<file path="src/rtl/cmp_cal_sequencer.sv">
// cmp_cal_sequencer: shares one calibration DAC across a comparator bank, running a SAR
// threshold search per comparator and keeping the codes in a registered-read result file.
module cmp_cal_sequencer #(
    parameter int N_CMP      = 15,
    parameter int DAC_BITS   = 16,
    parameter int SETTLE_CYC = 1
) (
    input  logic                clk,
    input  logic                rst_n,
    input  logic                start,
    input  logic                abort,
    input  logic [N_CMP-1:0]    cmp_out,
    output logic [DAC_BITS-1:0] DAC_ctl,
    output logic [5:0]          cmp_sel,
    output logic [3:0]          b_left,
    output logic [3:0]          b_right,
    output logic                busy,
    output logic                done,
    output logic [N_CMP-1:0]    valid,
    input  logic [5:0]          rd_addr,
    output logic [DAC_BITS-1:0] rd_data
);
    typedef enum logic [2:0] {IDLE, LOAD, TRIAL, STORE, DONE} state_t;

    state_t              r_state, w_next;
    logic [DAC_BITS-1:0] r_dac, r_rd, w_rd, w_mask, w_sar;
    logic [DAC_BITS-1:0] r_result [N_CMP];
    logic [N_CMP-1:0]    r_valid;
    logic [5:0]          r_cmp_sel;
    logic [3:0]          r_bit_idx, r_settle;
    logic                r_busy, r_done;
    logic [63:0]         w_cmp_ext;
    logic                w_cmp_bit, w_sample, w_last, w_abort;

    assign w_cmp_ext = 64'(cmp_out);
    assign w_cmp_bit = w_cmp_ext[r_cmp_sel];
    assign w_sample  = (r_state == TRIAL) && (r_settle == 4'(SETTLE_CYC));
    assign w_last    = r_cmp_sel == 6'(N_CMP - 1);
    assign w_abort   = abort && (r_state != IDLE);
    // Trial bit is dropped when the comparator trips; the next lower bit is always tried.
    assign w_mask    = DAC_BITS'(1) << r_bit_idx;
    assign w_sar     = (r_dac & ~(w_cmp_bit ? w_mask : '0)) | (w_mask >> 1);

    always_comb begin
        w_next = r_state;
        if (w_abort)
            w_next = IDLE;
        else
            case (r_state)
                IDLE:    w_next = (start && !abort) ? LOAD : IDLE;
                LOAD:    w_next = TRIAL;
                TRIAL:   w_next = (w_sample && r_bit_idx == 4'd0) ? STORE : TRIAL;
                STORE:   w_next = w_last ? DONE : LOAD;
                DONE:    w_next = IDLE;
                default: w_next = IDLE;
            endcase
    end

    always_comb begin
        w_rd = '0;
        for (int i = 0; i < N_CMP; i++)
            if (rd_addr == 6'(i)) w_rd = r_result[i];
    end

    always_ff @(posedge clk or negedge rst_n)
        if (!rst_n) r_state <= IDLE;
        else        r_state <= w_next;

    always_ff @(posedge clk or negedge rst_n) begin
        if (!rst_n) begin
            r_dac     <= '0;
            r_cmp_sel <= '0;
            r_bit_idx <= '0;
            r_settle  <= '0;
            r_valid   <= '0;
            r_busy    <= 1'b0;
            r_done    <= 1'b0;
            r_rd      <= '0;
            for (int i = 0; i < N_CMP; i++) r_result[i] <= '0;
        end else begin
            r_busy <= (w_next == LOAD) || (w_next == TRIAL) || (w_next == STORE);
            r_done <= (r_state == DONE) && !abort;
            r_rd   <= w_rd;
            if (w_abort) begin
                r_dac     <= '0;
                r_cmp_sel <= '0;
            end else
                case (r_state)
                    IDLE:
                        if (w_next == LOAD) begin
                            r_cmp_sel <= '0;
                            r_valid   <= '0;
                        end
                    LOAD: begin
                        r_dac     <= DAC_BITS'(1) << (DAC_BITS - 1);
                        r_bit_idx <= 4'(DAC_BITS - 1);
                        r_settle  <= '0;
                    end
                    TRIAL:
                        if (w_sample) begin
                            r_dac     <= w_sar;
                            r_bit_idx <= r_bit_idx - 4'd1;
                            r_settle  <= '0;
                        end else
                            r_settle <= r_settle + 4'd1;
                    STORE: begin
                        for (int i = 0; i < N_CMP; i++)
                            if (r_cmp_sel == 6'(i)) r_result[i] <= r_dac;
                        r_valid <= r_valid | (N_CMP'(1) << r_cmp_sel);
                        if (!w_last) r_cmp_sel <= r_cmp_sel + 6'd1;
                    end
                    DONE: begin
                        r_dac     <= '0;
                        r_cmp_sel <= '0;
                    end
                    default: r_dac <= '0;
                endcase
        end
    end

    assign DAC_ctl = r_dac;
    assign cmp_sel = r_cmp_sel;
    assign busy    = r_busy;
    assign done    = r_done;
    assign valid   = r_valid;
    assign rd_data = r_rd;
    assign b_left  = {4{r_busy}};
    assign b_right = {4{r_busy}};
endmodule

</file>
<file path="config.mk">
export PLATFORM = sky130hd
export DESIGN_NAME = cmp_cal_sequencer
export DESIGN_NICKNAME = d
export VERILOG_FILES = /design/src/rtl/cmp_cal_sequencer.sv
export SDC_FILE = /design/constraint.sdc
export NUM_CORES = 1
export LEC_CHECK = 0
export ABC_AREA = 1
export BUFFER_PORTS_ARGS = -buffer_cell sky130_fd_sc_hd__buf_2
export CELL_PAD_IN_SITES_DETAIL_PLACEMENT = 1
export CELL_PAD_IN_SITES_GLOBAL_PLACEMENT = 1
export CORE_ASPECT_RATIO = 0.75
export CORE_MARGIN = 2
export CORE_UTILIZATION = 35
export CTS_CLUSTER_SIZE = 8
export DETAILED_ROUTE_END_ITERATION = 8
export PLACE_DENSITY = 0.63
export REMOVE_ABC_BUFFERS = 1
export SKIP_CTS_REPAIR_TIMING = 1
export SLEW_MARGIN = 15
export SYNTH_ARGS = -nofsm -noshare
export SYNTH_HDL_FRONTEND = slang
export SYNTH_SLANG_ARGS = --single-unit
</file>
<file path="constraint.sdc">
create_clock -name clk -period 2.8 [get_ports clk]
set_input_delay 0.14 -clock clk [delete_from_list [all_inputs] [get_ports clk]]
set_output_delay 0.14 -clock clk [all_outputs]
set_load 0.03 [all_outputs]
</file>
==> flow_summary.ini <==
[status]
status = completed

[clocking]
cts_buffers = 44
clk_pin_slew_worst_paths_ns = 0.05
cts_buffer_depth = 3
tritoncts = done
cts_max_level = 2
cts_root_buf = clkbuf_16
cts_num_sinks = 306
insertion_delay_ns = 0.55

[routing]
wire_per_inst_um = 19.3
drt_first_iter_violations = 750
firstDrtPassIters = 7
drcViolationCount = 0
ant_nets = 0
wl_mm = 43.3
via_count = 11600
avgViaCountPerCell = 5.14

[layout]
syn2layout_area_growth_pct = 15.8
drive_above_1_share_pct = 13.4
final_common_cell = nand2_1
nNetsFinal = 1764
fillers = 4684
num_antenna_cells = 0
layout_common_cells = nand2_1 (473), dfrtp_1 (306), o21ai_0 (225)

[synth]
ys_warn_count = 0
syn_avg_cell_area_sq_um = 8.40
netlist_area_sq_um = 13900
yosysSeqAreaShare_pct = 55.2
yosys-top-cells-area = dfrtp_1 (55%), nand2_1 (13%), o21ai_0 (8.1%)
synth_top_area_cell = dfrtp_1
synth.distinct_cells = 36
synth_seq_cells = 306
yosys.area.top_type_share_pct = 55.2
syn-instance-count = 1652

[power]
vdd.ir_drop.worst_v = 0.000456
total_power_w = 0.0101
pwr_density_cell_nw_per_um2 = 631
power_leakage_nw = 7.16

[worst_hold_path]
worstHoldPathType = in -> reg
hold_depth = 5
hold_end = r_state[0]
hold_path.startpoint = start

[timing]
hold_viol_final = 0
layout_min_cycle_time_ns = 2.53
tightestPinTransition_ns = 0.810
setup_tns_ns = 0
rsz0062_at_grt = no
fmax_mhz = 395
post-route-period-util_pct = 90.4
finalSetupViolCount = 0
clock_skew_ns = 0.0132
slew_headroom_pct = 45.9
drv_slew = 0

[grt]
track_usage_pct = 21.9
grt_pass1_wl_mm = 70.3
overflow = 0
antenna_found_initial = 0
grt_max_degree = 75
grt_pass1_vias = 12100

[setup_path]
cp.arrival_ns = 2.95
crit_path_start_kind = flip-flop
required_ns = 3.22
path_buf_inv = 2
regToRegSetupSlack_ns = 0.27
critical_path.slowest_cell = dfrtp_1
ff2ff_path_depth = 10
regToRegStartpoint = cmp_sel[0]
worstReg2RegEnd = valid[3]
cp-end-kind = flip-flop
crit_family = simple AND/OR/NAND/NOR gates
crit_type = reg -> reg
crit_chain = inv_1 > ha_1 > inv_1 > nor3_1 > nor2_2 > o21ai_2 > o21ai_4 > nand2_4 > nor3_1 > o21a_1
crit_fanout = 15
slowest_delay_ns = 0.53

[placement]
hpwlAfterDp_mm = 28.6
io_buffers = 87
gp_routability_congestion = 0.805

[floorplanning]
fp.dieW_um = 234
initial_utilization_pct = 35.3
coreArea_sq_um = 39300
io_pins = 88
die-area_sq_um = 41300
rows = 63
die_height_um = 176

[flow_run]
maxCapViolCount = 0
## worst reg2reg max path, cell delays in order, from the launching register on
cell,delay (ns)
dfrtp_1,0.53
inv_1,0.37
ha_1,0.23
inv_1,0.06
nor3_1,0.34
nor2_2,0.07
o21ai_2,0.25
o21ai_4,0.10
nand2_4,0.20
nor3_1,0.08
o21a_1,0.19
## registers in the layout, indices dropped and copies added (netlist names)
signal     cells
DAC_ctl       16
busy           1
cmp_sel        6
done           1
r_bit_idx      4
r_result     240
r_settle       4
r_state        3
rd_data       16
valid         15
## stage by stage
step	setup slack (ns)	cell area, sq um	utilization [%]	hold slack (ns)	cells
4_1_cts	0.261	16000	40.8	-0.400	2248
6_report	0.268	16100	40.8	0.0586	2250
5_1_grt	0.0553	16100	40.8	0.0801	2250
3_5_place_dp	0.284	14900	37.9	0.183	2200
2_1_floorplan	0.351	13400	-	-0.156	1547
3_3_place_gp	0.470	14900	37.9	0.184	2200
## cells by family (layout without fill, tap and decap cells)
logic type      count (synthesis)  after routing  synth area share (%)
buf+inv                       213            291                  6.28
mux                             1              1                0.0722
fa+ha+maj                      11             11                 0.992
simple gates                  785            785                  24.8
flops                         306            306                  55.2
compound gates                335            335                  12.6
xor+xnor                        1              1                0.0631
## synth_stat cells
cell type  instances
o21a_1            15
nor4_1             1
o311ai_2           1
nor3_1            12
buf_2             15
dfrtp_1          306
nand2_1          473
o21ai_0          225
ha_1              11
a21oi_1           20
buf_1              1
a22oi_1            1
nor3_2             7
nor2_2             9
nor2_4             4
xor2_1             1
and3_1             1
o21ai_2            1
nor2_1           119
o21ai_1           68
inv_2             11
clkbuf_1          77
nand3_2           10
inv_1             97
mux2i_1            1
nor3_4             1
buf_4             10
a41oi_1            1
nand2_4            2
or2_2              3
buf_6              2
o21ai_4            1
o22ai_1            2
nand4_1           76
nand3_1           64
or2_0              3
## per-layer routing
layer | vias to the layer above | global-route usage, % | share of wire [%]
met3 | 59 | 3.02 | 3.5
met1 | 5796 | 32.7 | 50
li1 | 5541 | - | -
met5 | - | 0 | 0
met4 | 0 | 5.25 | 1.8
met2 | 169 | 33.3 | 44
## worst max-delay path by stage
| stage | start | to | slack (ns) | cells past startpoint |
|---|---|---|---|---|
| 2_1_floorplan | rd_addr[2] | rd_data[8] | 0.35 | 11 |
| 3_3_place_gp | cmp_sel[0] | valid[1] | 0.47 | 10 |
| 3_5_place_dp | cmp_sel[0] | valid[3] | 0.28 | 10 |
| 4_1_cts | cmp_sel[0] | valid[2] | 0.26 | 10 |
| 5_1_grt | cmp_sel[0] | cmp_sel[3] | 0.06 | 10 |
| 6_report | cmp_sel[0] | valid[3] | 0.27 | 10 |
## final cells by class
type                            count  area, sq um  area share, %
Timing Repair Buffer              135          848           5.28
Clock buffer                       45         1130           7.01
Multi-Input combinational cell   1133         5350           33.3
Inverter                          108          405           2.52
Sequential cell                   306         7660           47.7
Tap cell                          520          651           4.05
Clock inverter                      3         26.3          0.164
## power by group
| part | internal [W] | switching, W |
|---|---|---|
| combinational | 0.000203 | 0.000616 |
| sequential | 0.00451 | 0.0000758 |
| clock | 0.00281 | 0.00191 |
| total | 0.00752 | 0.00261 |
Note: power is estimated with default switching activity, not from simulation.
